`src/rtl/pc_link_unit.sv`:
```
`default_nettype none
// ----------------------------------------------------------------------------
// pc_link_unit
//   Program counter with branch/register/return-stack load paths and a
//   circular hardware link stack with sticky overflow/underflow flags.
//   Revision: 1.0
// ----------------------------------------------------------------------------
module pc_link_unit #(
  parameter int                   DataWidth   = 16,
  parameter int                   StackDepth  = 4,
  parameter logic [DataWidth-1:0] ResetVector = '0
) (
  input  logic                          Clk,
  input  logic                          Reset,
  input  logic                          PC_Rst,
  input  logic                          PC_Inc,
  input  logic                          PC_Ld,
  input  logic [1:0]                    PC_Src,
  input  logic                          STK_Ld,
  input  logic                          BRA_Src,
  input  logic [15:0]                   IR,
  input  logic [DataWidth-1:0]          Src1Data,
  output logic [DataWidth-1:0]          PC_Out,
  output logic [DataWidth-1:0]          Stk_Top,
  output logic [$clog2(StackDepth):0]   Stk_Count,
  output logic                          Stk_Ovf,
  output logic                          Stk_Unf
);

  localparam int                  c_ptr_w = $clog2(StackDepth);
  localparam logic [c_ptr_w:0]    c_full  = (c_ptr_w+1)'(StackDepth);
  localparam logic [1:0]          c_src_branch = 2'b00;
  localparam logic [1:0]          c_src_pop    = 2'b01;
  localparam logic [1:0]          c_src_reg    = 2'b10;

  logic [DataWidth-1:0] r_pc;
  logic [DataWidth-1:0] r_stack [StackDepth];
  logic [c_ptr_w-1:0]   r_wr_ptr;
  logic [c_ptr_w:0]     r_count;
  logic                 r_ovf;
  logic                 r_unf;

  logic [DataWidth-1:0] w_top;
  logic [DataWidth-1:0] w_branch;
  logic [DataWidth-1:0] w_pc_next;
  logic [c_ptr_w-1:0]   w_top_idx;
  logic [c_ptr_w-1:0]   w_wr_idx;
  logic                 w_empty;
  logic                 w_full;
  logic                 w_push;
  logic                 w_pop;
  logic                 w_unused_ir;

  assign w_unused_ir = ^IR[15:10];

  assign w_top_idx = r_wr_ptr - c_ptr_w'(1);
  assign w_empty   = (r_count == '0);
  assign w_full    = (r_count == c_full);
  assign w_top     = w_empty ? ResetVector : r_stack[w_top_idx];
  assign w_push    = ~STK_Ld;
  assign w_pop     = ~PC_Ld & (PC_Src == c_src_pop);
  assign w_branch  = r_pc + {{(DataWidth-10){IR[9]}}, IR[9:0]};
  // A push that coincides with a pop replaces the top entry in place
  assign w_wr_idx  = (w_pop && !w_empty) ? w_top_idx : r_wr_ptr;

  always_comb begin
    w_pc_next = r_pc;
    if (!PC_Ld) begin
      case (PC_Src)
        c_src_branch: w_pc_next = BRA_Src ? w_branch : Src1Data;
        c_src_pop:    w_pc_next = w_top;
        c_src_reg:    w_pc_next = Src1Data;
        default:      w_pc_next = r_pc;
      endcase
    end else if (!PC_Inc) begin
      w_pc_next = r_pc + DataWidth'(1);
    end
  end

  always_ff @(posedge Clk or negedge Reset) begin
    if (!Reset) begin
      r_pc     <= ResetVector;
      r_wr_ptr <= '0;
      r_count  <= '0;
      r_ovf    <= 1'b0;
      r_unf    <= 1'b0;
    end else if (!PC_Rst) begin
      r_pc     <= ResetVector;
      r_wr_ptr <= '0;
      r_count  <= '0;
      r_ovf    <= 1'b0;
      r_unf    <= 1'b0;
    end else begin
      r_pc <= w_pc_next;
      if (w_push && w_pop) begin
        if (w_empty) begin
          r_wr_ptr <= r_wr_ptr + c_ptr_w'(1);
          r_count  <= (c_ptr_w+1)'(1);
          r_unf    <= 1'b1;
        end
      end else if (w_push) begin
        // Full stack wraps and overwrites the oldest entry
        r_wr_ptr <= r_wr_ptr + c_ptr_w'(1);
        if (w_full) r_ovf <= 1'b1;
        else        r_count <= r_count + (c_ptr_w+1)'(1);
      end else if (w_pop) begin
        if (w_empty) begin
          r_unf <= 1'b1;
        end else begin
          r_wr_ptr <= w_top_idx;
          r_count  <= r_count - (c_ptr_w+1)'(1);
        end
      end
    end
  end

  always_ff @(posedge Clk or negedge Reset) begin
    if (!Reset) begin
      for (int i = 0; i < StackDepth; i++) r_stack[i] <= '0;
    end else if (PC_Rst && w_push) begin
      r_stack[w_wr_idx] <= r_pc;
    end
  end

  assign PC_Out    = r_pc;
  assign Stk_Top   = w_top;
  assign Stk_Count = r_count;
  assign Stk_Ovf   = r_ovf;
  assign Stk_Unf   = r_unf;

endmodule
`default_nettype wire

```
`config.mk`:
```
export PLATFORM = sky130hd
export DESIGN_NAME = pc_link_unit
export DESIGN_NICKNAME = d
export VERILOG_FILES = /design/src/rtl/pc_link_unit.sv
export SDC_FILE = /design/constraint.sdc
export NUM_CORES = 1
export LEC_CHECK = 0
export CAP_MARGIN = 20
export CORE_MARGIN = 4
export CORE_UTILIZATION = 41
export DETAILED_ROUTE_END_ITERATION = 7
export GPL_TIMING_DRIVEN = 0
export REMOVE_ABC_BUFFERS = 1
export SYNTH_ARGS = -nofsm -noshare
export SYNTH_HDL_FRONTEND = slang
export SYNTH_SLANG_ARGS = --single-unit
```
`constraint.sdc`:
```
create_clock -name Clk -period 2.65 [get_ports Clk]
set_input_delay 0.53 -clock Clk [delete_from_list [all_inputs] [get_ports Clk]]
set_output_delay 0.53 -clock Clk [all_outputs]
set_load 0.01 [all_outputs]
```
Word-level counts from Yosys, hierarchy flattened --
Cells that the tools add are included.
Storage, ports and cells: bits in registers 87, input bits 41, output and inout port bits 37, word-level logic and storage cells 84
Operators by class: add/subtract/negate cells 6, $lt $le $gt $ge 3, eq/ne operators 14, multiplexer cells 35, bitwise logic cells 5, reduce and logical (&&, ||, !) cells 12
Operator list (number):
- 16-bit 2-to-1 mux | 8
- 64-bit bitwise mux | 1
- 16-bit case mux with 3 select lines | 1
- 16-bit binary-select mux with 2-bit select | 1
- 16-bit demux with 2-bit select | 1
- 3-bit 2-to-1 mux | 7
- 16-bit by 1-bit adder with 16-bit output, second input constant | 1
- 16-bit adder | 1
- 2-bit 2-to-1 mux | 7
- 1-bit 2-to-1 mux | 9
- 4-bit by 3-bit != test with 1-bit output, second input constant | 2
- 3-bit >= comparator, second input constant | 2
- 3-bit by 1-bit != test with 1-bit output, second input constant | 2
- 3-bit != test, second input constant | 2
- 2-bit NOT with 3-bit output | 2
- 3-bit AND reduction | 2
- 5-bit by 1-bit != test with 1-bit output, second input constant | 1
- 1-bit logical AND | 4
- 2-bit != test, second input constant | 2
- 4-bit by 2-bit != test with 1-bit output, second input constant | 1
- 2-bit AND reduction | 2
- 4-bit AND reduction | 1
- 3-bit by 1-bit adder with 3-bit output, second input constant | 1
- 3-bit equality test, second input constant | 1
- 12 further kinds | 13

Depth between registers and ports, before layout --
depth after elaboration 10, depth in mapped cells 10, gate-level depth less buffers 9

Least setup slack after synthesis --
No wires, ideal clock.
kind register to register, start point register r_pc[0] (netlist: PC_Out[0]), end point register r_pc[12] (netlist: PC_Out[12]), setup time 0.126 ns, arrival 2.241 ns, required time 2.524 ns, path slack 0.283 ns, stages on the path, launching flop included 10, buffers on the path 0, period minus slack after synthesis 2.367 ns, cell sequence dfrtp_1 -> ha_1 -> inv_1 -> fa_1 -> nor2b_1 -> o2111ai_1 -> a21boi_1 -> a22o_1 -> mux2i_1 -> a221o_1
On the way: cells in the longest elaborated chain, start to end 5, elaborated cells on any way between the ends 7, classes of those cells add/sub (2); mux (5)
RTL lines:
- start, declared | line 36 | logic [DataWidth-1:0] r_pc;
- start signal, assigned | line 82 | r_pc <= ResetVector;
- start signal, assigned | line 88 | r_pc <= ResetVector;
- start signal, assigned | line 94 | r_pc <= w_pc_next;
- 16-bit adder | line 62 | assign w_branch = r_pc + {{(DataWidth-10){IR[9]}}, IR[9:0]};
- 16-bit 2-to-1 mux | line 70 | c_src_branch: w_pc_next = BRA_Src ? w_branch : Src1Data;
- 16-bit case mux with 3 select lines | line 69 | case (PC_Src)
- 16-bit 2-to-1 mux (*) | line 68 | if (!PC_Ld) begin
- 16-bit 2-to-1 mux (*) | line 87 | end else if (!PC_Rst) begin
Every way passes the cells marked *; elsewhere a longest branch is shown, timed or not. The select of a mux whose other input is x is not followed. A chain may end at the register's enable or synchronous reset.

Final worst setup path --
start point register r_wr_ptr[0], end point output Stk_Top[12]
On the way: cells in the longest elaborated chain, start to end 6
RTL lines:
- start, declared | line 38 | logic [c_ptr_w-1:0] r_wr_ptr;
- start signal, assigned | line 97 | r_wr_ptr <= r_wr_ptr + c_ptr_w'(1);
- start signal, assigned | line 103 | r_wr_ptr <= r_wr_ptr + c_ptr_w'(1);
- start signal, assigned | line 110 | r_wr_ptr <= w_top_idx;
- 2-bit by 1-bit subtractor with 2-bit output | line 56 | assign w_top_idx = r_wr_ptr - c_ptr_w'(1);
- 2-bit NOT with 3-bit output (not written as such) | line 59 | assign w_top = w_empty ? ResetVector : r_stack[w_top_idx];
- 16-bit binary-select mux with 2-bit select | line 59
- 16-bit 2-to-1 mux (not written as such) (2 in series) | line 59
- 16-bit 2-to-1 mux | line 59
- end, declared | line 24 | output logic [DataWidth-1:0] Stk_Top,
No other way between the ends. The select of a mux whose other input is x is not followed.

==> impl_metrics.json <==
{
  "cts.clk_slew.worst_paths_ns": 0.06,
  "async_reset_ff_frac": 1.00,
  "cts_num_sinks": 87,
  "dr.first_iter.drc_count": 415,
  "drtPass1Iterations": 5,
  "clk_latency_ns": 0.35,
  "cts_tree": "built",
  "synthFlopType": "dfrtp_1",
  "clockRootBuffer": "clkbuf_16",
  "max_slew_margin": 0.505,
  "slew_violations": 0,
  "synth_xor_area_frac": 0.0211,
  "end_kind": "output port",
  "start_kind": "register",
  "synthAdderAreaFrac": 0.0472,
  "synth_cells": 559,
  "synth_compound_area_frac": 0.156,
  "synth_area_um2": 5880,
  "fp.dieArea_um2": 16300,
  "yosys.area.top_type": "dfrtp_1",
  "ys_seq_area_frac": 0.370,
  "grtUsageTotal": 0.221,
  "min_period_ns": 2.61,
  "die_w_um": 128,
  "fmax_mhz": 384,
  "finalCritPeriodShare": 0.983,
  "io_buffers": 71,
  "fillers": 1245,
  "ir_worst_vdd_v": 0.000307,
  "gp_congestion": 0.945,
  "hold_path.class": "in -> async",
  "synthSimpleGateAreaFrac": 0.158,
  "synth.distinct_cells": 71,
  "power_density_nw_per_um2": 624,
  "place_ws_ns": -1.18,
  "final.setup.worst_slack_ns": 0.0445,
  "die_h_um": 128,
  "diodes": 0,
  "cts.htree.levels": 3,
  "place_hpwl_um": 11900,
  "synth_warnings": 0,
  "power_mw": 4.68,
  "status": "completed",
  "coreArea_um2": 14000,
  "via_per_inst": 5.94,
  "synth-edff-count": 0,
  "synthMuxAreaShare": 0.203,
  "fin_util": 0.536,
  "grt_pass1_wl_um": 27700,
  "cts-buffers-inserted": 9,
  "crit_type": "reg -> out",
  "yosysTopAreaCellShare": 0.370,
  "ys_ff_latch": 87,
  "synth_top_family_by_area": "multiplexers",
  "clock_path_buffers": 2,
  "synth_area_leaders": "dfrtp_1 (37%), mux2_4 (6.6%), mux4_2 (6.1%)",
  "fin_nets": 711,
  "area_delta_synth_final_pct": 27.5,
  "hold_viol_final": 0,
  "start_util": 0.420,
  "rows": 43,
  "yosysMostFrequentCell": "dfrtp_1",
  "io_pins": 78,
  "overflow": 0,
  "cap_violations": 0,
  "worstPathRequired_ns": 2.12,
  "synthTopCellsByCount": "dfrtp_1 (87), nor2_1 (46), nand2_1 (44), mux2_2 (30), o21ai_0 (30)",
  "wire_per_inst_um": 21.7,
  "setup_viol_count_final": 0,
  "ant_nets": 0,
  "p_leak_nw": 3.39,
  "syn_area_per_cell_um2": 10.5,
  "hold_buffers": 0,
  "grt_max_degree": 46,
  "crit_arrival_ns": 2.08,
  "grt_pass1_vias": 4832,
  "drc": 0,
  "fin_skew_ns": 0.0131,
  "critPathMaxFanout": 8,
  "vias": 4937,
  "rsz0062_at_grt": "yes",
  "antenna_found_initial": 0,
  "tightest_slew_ns": 0.736,
  "wl_um": 18100,
  "drive_above_1_share": 0.267,
  "rrSetupSlack_ns": 0.12
}
==> final cells by class <==
type | instances | area, um^2 | area share
Clock buffer | 12 | 246 | 0.0329
Clock inverter | 1 | 7.51 | 0.00100
Inverter | 10 | 41.3 | 0.00551
Multi-Input combinational cell | 425 | 3590 | 0.479
Sequential cell | 87 | 2190 | 0.292
Tap cell | 180 | 225 | 0.0300
Timing Repair Buffer | 116 | 1200 | 0.160
==> where the power goes <==
group,total [mW],internal [mW],switching (mW)
registers,1.87,1.61,0.257
logic,1.66,0.926,0.735
clock network,1.15,0.646,0.500
total,4.68,3.18,1.49
==> kinds of logic after synthesis <==
group | Yosys count
AND/OR/NAND/NOR | 177
XOR/XNOR | 12
adder cells (fa/ha/maj) | 21
multiplexers | 82
buffers and inverters | 47
flip-flops | 87
AO/OA/AOI/OAI | 133
==> worst paths after layout <==
| kind | start | end | depth (start not counted) |
|---|---|---|---|
| worst max-delay path | r_wr_ptr[0] | Stk_Top[12] | 4 |
| worst min-delay path | Reset | r_stack[12] | 1 |
| worst max register to register | PC_Out[0] | PC_Out[12] | 9 |
| worst min register to register | r_stack[11] | r_stack[11] | 2 |
| max in group asynchronous | Reset | r_wr_ptr[1] | 2 |
| min in group Clk | r_stack[11] | r_stack[11] | 2 |
==> per-layer routing <==
layer  track usage  part of all wire  vias up
met2         0.351              0.47      162
met1         0.314              0.46     2476
li1              -                 -     2272
met3        0.0296             0.042       27
met4        0.0712             0.021        0
met5             0                 0        -
==> critical path, stage by stage (launching register included) <==
cell             delay, ns
dfrtp_4               0.46
buf_12                0.14
mux4_2                0.51
nor2b_1               0.15
clkdlybuf4s50_1       0.46
==> flip-flops by register name (all words and copies together) (netlist names) <==
signal,count
r_stack,64
Stk_Ovf,1
PC_Out,16
r_wr_ptr,2
Stk_Unf,1
Stk_Count,3
==> metrics by stage <==
stage	cells	hold WS, ns	setup TNS [ns]	instance area (um^2)
global placement	773	0.460	-252.70	6600
global route	831	0.248	-0.106	7500
finish	831	0.192	0	7500
detailed placement	775	0.475	-52.97	6640
CTS	814	0.208	-0.704	7240
floorplan	522	0.234	0	5660
==> placed cells by master (no fill, tap or decap), drive strengths merged, types with 6 or more instances in the layout <==
cell,count
dfrtp,87
ha,19
dlygate4sd2,11
nor2,48
mux2,62
inv,9
buf,46
a21o,9
o211ai,6
o21ai,32
a211oi,8
xnor2,6
a31oi,9
nand3,12
nor3,10
nor4,7
nor2b,15
xor2,6
clkdlybuf4s50,53
nand2,45
and3,8
and2b,7
a21oi,23
dlymetal6s2s,6
mux4,16
a221oi,6
clkbuf,12
==> timing repair <==
item	4_1_cts	5_1_grt
endpoints found under the setup margin	93	75
setup buffers	26	17
pin swaps	6	6
resized for setup	28	27
(Power assumes the default switching activity.)
